--- src/rtl/quire_window_arbiter.sv ---
// quire_window_arbiter
// Shares one quire accumulator between NB_REQ decoded-product streams. A lane
// owns the quire for a whole accumulation window (sow..eow). Window starts are
// arbitrated round-robin. Granted beats pass through a one-entry output slice
// with an rts/rtr handshake. Window length is capped at 2**LOG_NB_ACCUM beats
// so the quire's overflow headroom is never exceeded.
//
// state | meaning
// IDLE  | arbitrate lanes offering sow; drain orphan (non-sow) beats when none do
// LOCK  | owner lane streams its window into the output slice until eow or cap

module quire_window_arbiter #(
  parameter int NB_REQ       = 4,
  parameter int LOG_NB_ACCUM = 10,
  parameter int IDX_W        = $clog2(NB_REQ)
) (
  input  logic                clk,
  input  logic                rst,
  input  logic [NB_REQ-1:0]   rts_i,
  output logic [NB_REQ-1:0]   rtr_o,
  input  logic [NB_REQ-1:0]   sow_i,
  input  logic [NB_REQ-1:0]   eow_i,
  input  logic [4*NB_REQ-1:0] fraction_i,
  input  logic [4*NB_REQ-1:0] scale_i,
  input  logic [NB_REQ-1:0]   sign_i,
  input  logic [NB_REQ-1:0]   zero_i,
  input  logic [NB_REQ-1:0]   NaR_i,
  input  logic                rtr_i,
  output logic                rts_o,
  output logic                sow_o,
  output logic                eow_o,
  output logic [3:0]          fraction_o,
  output logic [3:0]          scale_o,
  output logic                sign_o,
  output logic                zero_o,
  output logic                NaR_o,
  output logic [IDX_W-1:0]    owner_o,
  output logic                busy_o,
  output logic                err_o
);

  localparam int CNT_W = LOG_NB_ACCUM + 1;
  localparam logic [CNT_W-1:0] LAST_CNT = CNT_W'((2 ** LOG_NB_ACCUM) - 1);

  typedef enum logic [0:0] {
    IDLE = 1'b0,
    LOCK = 1'b1
  } state_t;

  state_t            state_q, state_d;
  logic [IDX_W-1:0]  rr_ptr_q, rr_ptr_d;
  logic [IDX_W-1:0]  owner_q, owner_d;
  logic [CNT_W-1:0]  beat_cnt_q, beat_cnt_d;

  logic [NB_REQ-1:0] cand;
  logic [NB_REQ-1:0] orphan;
  logic [IDX_W-1:0]  winner;
  logic [IDX_W-1:0]  lane_idx;
  logic              win_valid;

  logic [NB_REQ-1:0] own_sel;
  logic              own_rts;
  logic              own_eow;
  logic [3:0]        own_frac;
  logic [3:0]        own_scale;
  logic              own_sign;
  logic              own_zero;
  logic              own_nar;

  logic              slice_free;
  logic              accept;
  logic              forced;
  logic              err_d;

  assign cand       = rts_i & sow_i;
  assign orphan     = rts_i & ~sow_i;
  assign slice_free = ~rts_o | rtr_i;

  assign owner_o = owner_q;
  assign busy_o  = (state_q == LOCK);

  // Round-robin winner: first sow candidate at or after rr_ptr, wrapping.
  always_comb begin
    winner    = '0;
    win_valid = 1'b0;
    lane_idx  = '0;
    for (int i = NB_REQ - 1; i >= 0; i--) begin
      lane_idx = IDX_W'((int'(rr_ptr_q) + i) % NB_REQ);
      if (cand[lane_idx]) begin
        win_valid = 1'b1;
        winner    = lane_idx;
      end
    end
  end

  // Mux out the owning lane's handshake, framing and payload.
  always_comb begin
    own_sel   = '0;
    own_rts   = 1'b0;
    own_eow   = 1'b0;
    own_frac  = '0;
    own_scale = '0;
    own_sign  = 1'b0;
    own_zero  = 1'b0;
    own_nar   = 1'b0;
    for (int k = 0; k < NB_REQ; k++) begin
      if (owner_q == IDX_W'(k)) begin
        own_sel[k] = 1'b1;
        own_rts    = rts_i[k];
        own_eow    = eow_i[k];
        own_frac   = fraction_i[4*k +: 4];
        own_scale  = scale_i[4*k +: 4];
        own_sign   = sign_i[k];
        own_zero   = zero_i[k];
        own_nar    = NaR_i[k];
      end
    end
  end

  // Next-state, lane ready and error decode.
  always_comb begin
    state_d    = state_q;
    rr_ptr_d   = rr_ptr_q;
    owner_d    = owner_q;
    beat_cnt_d = beat_cnt_q;
    rtr_o      = '0;
    accept     = 1'b0;
    forced     = 1'b0;
    err_d      = 1'b0;

    case (state_q)
      IDLE: begin
        // The grant cycle itself accepts nothing; the window starts in LOCK.
        if (win_valid) begin
          owner_d    = winner;
          beat_cnt_d = '0;
          state_d    = LOCK;
        end else if (|orphan) begin
          rtr_o = orphan;
          err_d = 1'b1;
        end
      end

      LOCK: begin
        rtr_o  = own_sel & {NB_REQ{slice_free}};
        accept = own_rts & slice_free;
        if (accept) begin
          beat_cnt_d = beat_cnt_q + CNT_W'(1);
          forced     = (beat_cnt_q == LAST_CNT) & ~own_eow;
          err_d      = forced;
          if (own_eow | forced) begin
            state_d  = IDLE;
            rr_ptr_d = (owner_q == IDX_W'(NB_REQ - 1)) ? '0 : owner_q + IDX_W'(1);
          end
        end
      end

      default: begin
        state_d = IDLE;
      end
    endcase

    // Nothing is consumed from the lanes while reset is held.
    if (rst) begin
      rtr_o  = '0;
      accept = 1'b0;
    end
  end

  // Control state registers.
  always_ff @(posedge clk) begin
    if (rst) begin
      state_q    <= IDLE;
      rr_ptr_q   <= '0;
      owner_q    <= '0;
      beat_cnt_q <= '0;
      err_o      <= 1'b0;
    end else begin
      state_q    <= state_d;
      rr_ptr_q   <= rr_ptr_d;
      owner_q    <= owner_d;
      beat_cnt_q <= beat_cnt_d;
      err_o      <= err_d;
    end
  end

  // One-entry output slice: load on accept, hold under back-pressure.
  always_ff @(posedge clk) begin
    if (rst) begin
      rts_o      <= 1'b0;
      sow_o      <= 1'b0;
      eow_o      <= 1'b0;
      fraction_o <= '0;
      scale_o    <= '0;
      sign_o     <= 1'b0;
      zero_o     <= 1'b0;
      NaR_o      <= 1'b0;
    end else if (accept) begin
      rts_o      <= 1'b1;
      sow_o      <= (beat_cnt_q == '0);
      eow_o      <= own_eow | forced;
      fraction_o <= own_frac;
      scale_o    <= own_scale;
      sign_o     <= own_sign;
      zero_o     <= own_zero;
      NaR_o      <= own_nar;
    end else if (rtr_i) begin
      rts_o <= 1'b0;
    end
  end

endmodule
--- config.mk ---
export PLATFORM = sky130hd
export DESIGN_NAME = quire_window_arbiter
export DESIGN_NICKNAME = d
export VERILOG_FILES = /design/src/rtl/quire_window_arbiter.sv
export SDC_FILE = /design/constraint.sdc
export NUM_CORES = 1
export LEC_CHECK = 0
export ABC_AREA = 1
export BUFFER_PORTS_ARGS = -buffer_cell sky130_fd_sc_hd__buf_2
export CAP_MARGIN = 20
export CORE_UTILIZATION = 54
export CTS_CLUSTER_SIZE = 8
export DETAILED_ROUTE_END_ITERATION = 12
export GPL_TIMING_DRIVEN = 0
export PLACE_DENSITY = 0.95
export SLEW_MARGIN = 0
export SYNTH_ARGS = -nofsm -noshare
export SYNTH_HDL_FRONTEND = slang
export SYNTH_SLANG_ARGS = --single-unit
export TNS_END_PERCENT = 30
--- constraint.sdc ---
create_clock -name clk -period 2.9 [get_ports clk]
set_input_delay 0.29 -clock clk [delete_from_list [all_inputs] [get_ports clk]]
set_output_delay 0.29 -clock clk [all_outputs]
set_load 0.03 [all_outputs]
==> results.md <==
- Critical Path, Cell by Cell: buf_6 -> inv_4 -> nand3_1 -> nand2_1 -> nand2_2 -> nand2_2 -> nor2_4 -> nand2_2 -> nand2_4 -> nand2_1 -> nor3_1 -> buf_2
- Startpoint types: flip-flop
- Clock-pin slew on the worst setup and hold paths: 0.07 ns
- Initial core utilization: 56.30%
- Yosys top cell area share: 27.56%
- Syn_nets: 401
- Final WS setup: 0.5682 ns
- PostCTS Resize Cnt: 0
- CTS tree: built
- Status: finished, final reports clean
- Placeable core area: 0.004000 sq mm
- Critical path buffers and inverters: 3
- Most frequent cells in the layout: 100 x nand2_1, 81 x buf_2, 31 x dfxtp_1
- Cts bufs inserted: 5
- Met2 Use GR: between 50% and 60%
- Setup TNS: 0 ns
- Register bit count reported by yosys: 31
- Unrepaired setup endpoints after global routing: false
- RD Place Congestion: roughly 1
- FP Rows: 23
- Final Core Density: 70.07%
- Clk_lat worst skew: 0.29 ns
- Max frequency: 428.9 MHz
- Gr busiest metal: met2
- Peak supply drop: around 0.00055 V
- DR WL/cell: 13.87 um
- Top Family by Delay on Critical Path: simple AND/OR/NAND/NOR gates
- Worst hold slack: between 0.2 and 0.3 ns
- Gr usage total: approximately a third
- CP Capture Type: output pin
- PortBufs: 80
- Sequential area share after synthesis: 27.56%
- Least-Margin Pin Slew: between 0.6 and 0.7 ns
- Top cells by area, synth: dfxtp_1 28%, nand2_1 17%, a21oi_1 6.7%
- Worst rel slew slack: a little under three fifths
- # diodes: 0
- Crit Path Category: reg2out
- Die area: 0.004433 sq mm
- Clock skew: 0.006545 ns
- Leakage power: roughly 1.3 nW
- # Max-Cap Violations: 0
- Met1 track demand over resource: slightly below 40%
- First-pass GRT wire length: 10,770 um
- DR vias/cell: 5.651
- Vias in the first global route: 2,434
- Met3 Track Usage GR: 6.507%
- Critical Path RT: 2.61 ns
- I/O pin cnt: 81
- Die height: 66.58 um
- Max-slew violations: 0
- Period utilization: between 80% and 90%
- Largest net degree at the start of global routing: 11
- Post-Synthesis Cells: approximately 340
- Fill cells: between 300 and 400
- Area growth from synthesis to final layout: 24.44%
- Final global-route overflow total: 0
- Cell mode on critical path: nand2_2
- Final-report hold violation count: 0
- DRC: 0
- Share of cells above drive strength 1: 30.73%
- Biggest area consumer among synthesized cells: dfxtp_1
- Pwr Total: 1.675 mW
- WP data arrival: 2.04 ns
- Pwr/cell area: 597.5 mW/mm^2
- Reg area: 620.6 sq um
- Hold buffer count at cts: 0
- Most common cell after layout, fill and taps aside: nand2_1
- Vias after detailed routing: approximately 2,700
- Detailed Route WL: between 6000 and 7000 um
- Worst Hold Class: in2reg
- DR pass1 iterations: 5
- TritonCTS Sinks: 31
- Final Net Count: 488
- Setup WS pre-CTS: 0.8156 ns
- Postcts setup bufs: 0
- Tmin final: approximately 2.3 ns
- Post-DP HPWL: ~5100 um
- CP Max Fanout: 8
- Worst path max stage delay: 0.33 ns
- Ys Warns: 0
- Slowest cell on crit path: dfxtp_1
- Avg Inst Size Synth: 6.703 sq um
- Antenna viol nets, final: 0
- Setup violations, final: 0
- Clock Tree Root: clkbuf_8
- Longest Clk Path Bufs: 2
- Initial antenna violation count: 0
- Die X: between 60 and 70 um
- Cell variety after synth: 35
- Htree depth: 2
- Multi-input gate area: 0.001444 sq mm
- DRT iter0 DRCs: 197
- Syn Std Cell Area: 0.002252 sq mm
worst register-to-register path: cells and delay by family, from the launching register on:
family	cells	cell delay [ns]
simple gates	7	0.70
flops	1	0.45
compound gates	1	0.16
buf+inv	3	0.44
fa+ha+maj	1	0.28
kinds of logic (layout without fill, tap and decap cells):
kind of cell | after synthesis | count (layout) | share of synthesized area (%)
AND/OR/NAND/NOR | 184 | 184 | 38.17
AO/OA/AOI/OAI | 69 | 69 | 19.89
buffers and inverters | 39 | 126 | 8.333
flip-flops | 31 | 31 | 27.56
XOR/XNOR | 7 | 7 | 2.722
adder cells (fa/ha/maj) | 6 | 6 | 3.333
power by group:
group | switching (mW) | internal, mW | total, mW
registers | 0.0427 | 0.478 | 0.521
clock network | 0.162 | 0.186 | 0.348
logic | 0.535 | 0.271 | 0.806
total | 0.740 | 0.935 | 1.67
final timing paths:
path | to | cells past startpoint | start | slack [ns]
worst max register to register | err_o | 12 | owner_o[1] | 0.78
worst min register to register | sign_o | 2 | sign_o | 0.47
worst max-delay path | rtr_o[3] | 12 | rr_ptr_q[0] | 0.57
worst min-delay path | fraction_o[3] | 3 | fraction_i[15] | 0.26
cell usage after synthesis (all sizes together):
master	number
o211ai	11
clkbuf	9
xor2	5
nor4	1
o211a	6
nor3	7
nand4	4
a21oi	39
dfxtp	31
xnor2	2
a31oi	1
nand2	110
o31ai	1
a22oi	1
clkinv	1
nor3b	1
nand3	37
nor2	24
buf	5
inv	24
o21ai	10
ha	6
state kept, by name, indices dropped and copies added (netlist names):
name	cells
sign_o	1
owner_o	2
fraction_o	4
rts_o	1
sow_o	1
busy_o	1
zero_o	1
err_o	1
eow_o	1
NaR_o	1
scale_o	4
rr_ptr_q	2
beat_cnt_q	11
per-layer routing:
metal	routed length [um]	vias to the layer above
met5	0	-
met4	104	0
met3	463	13
met2	3243	134
met1	2751	1228
li1	-	1298
through the flow:
step           instance area [sq um]  std cells
2_1_floorplan                   2252        336
3_3_place_gp                    2715        466
3_5_place_dp                    2715        466
4_1_cts                         2803        473
5_1_grt                         2803        473
6_report                        2803        473
cell type report:
type / count / share of cell area, %
multi-input combinational: 266 / 51.52
sequential: 31 / 22.14
timing repair buffer: 80 / 14.29
inverter: 25 / 3.527
buffer: 14 / 3.170
clock buffer: 6 / 2.946
tap: 50 / 2.232
clock inverter: 1 / 0.1786
(Power assumes the default switching activity.)
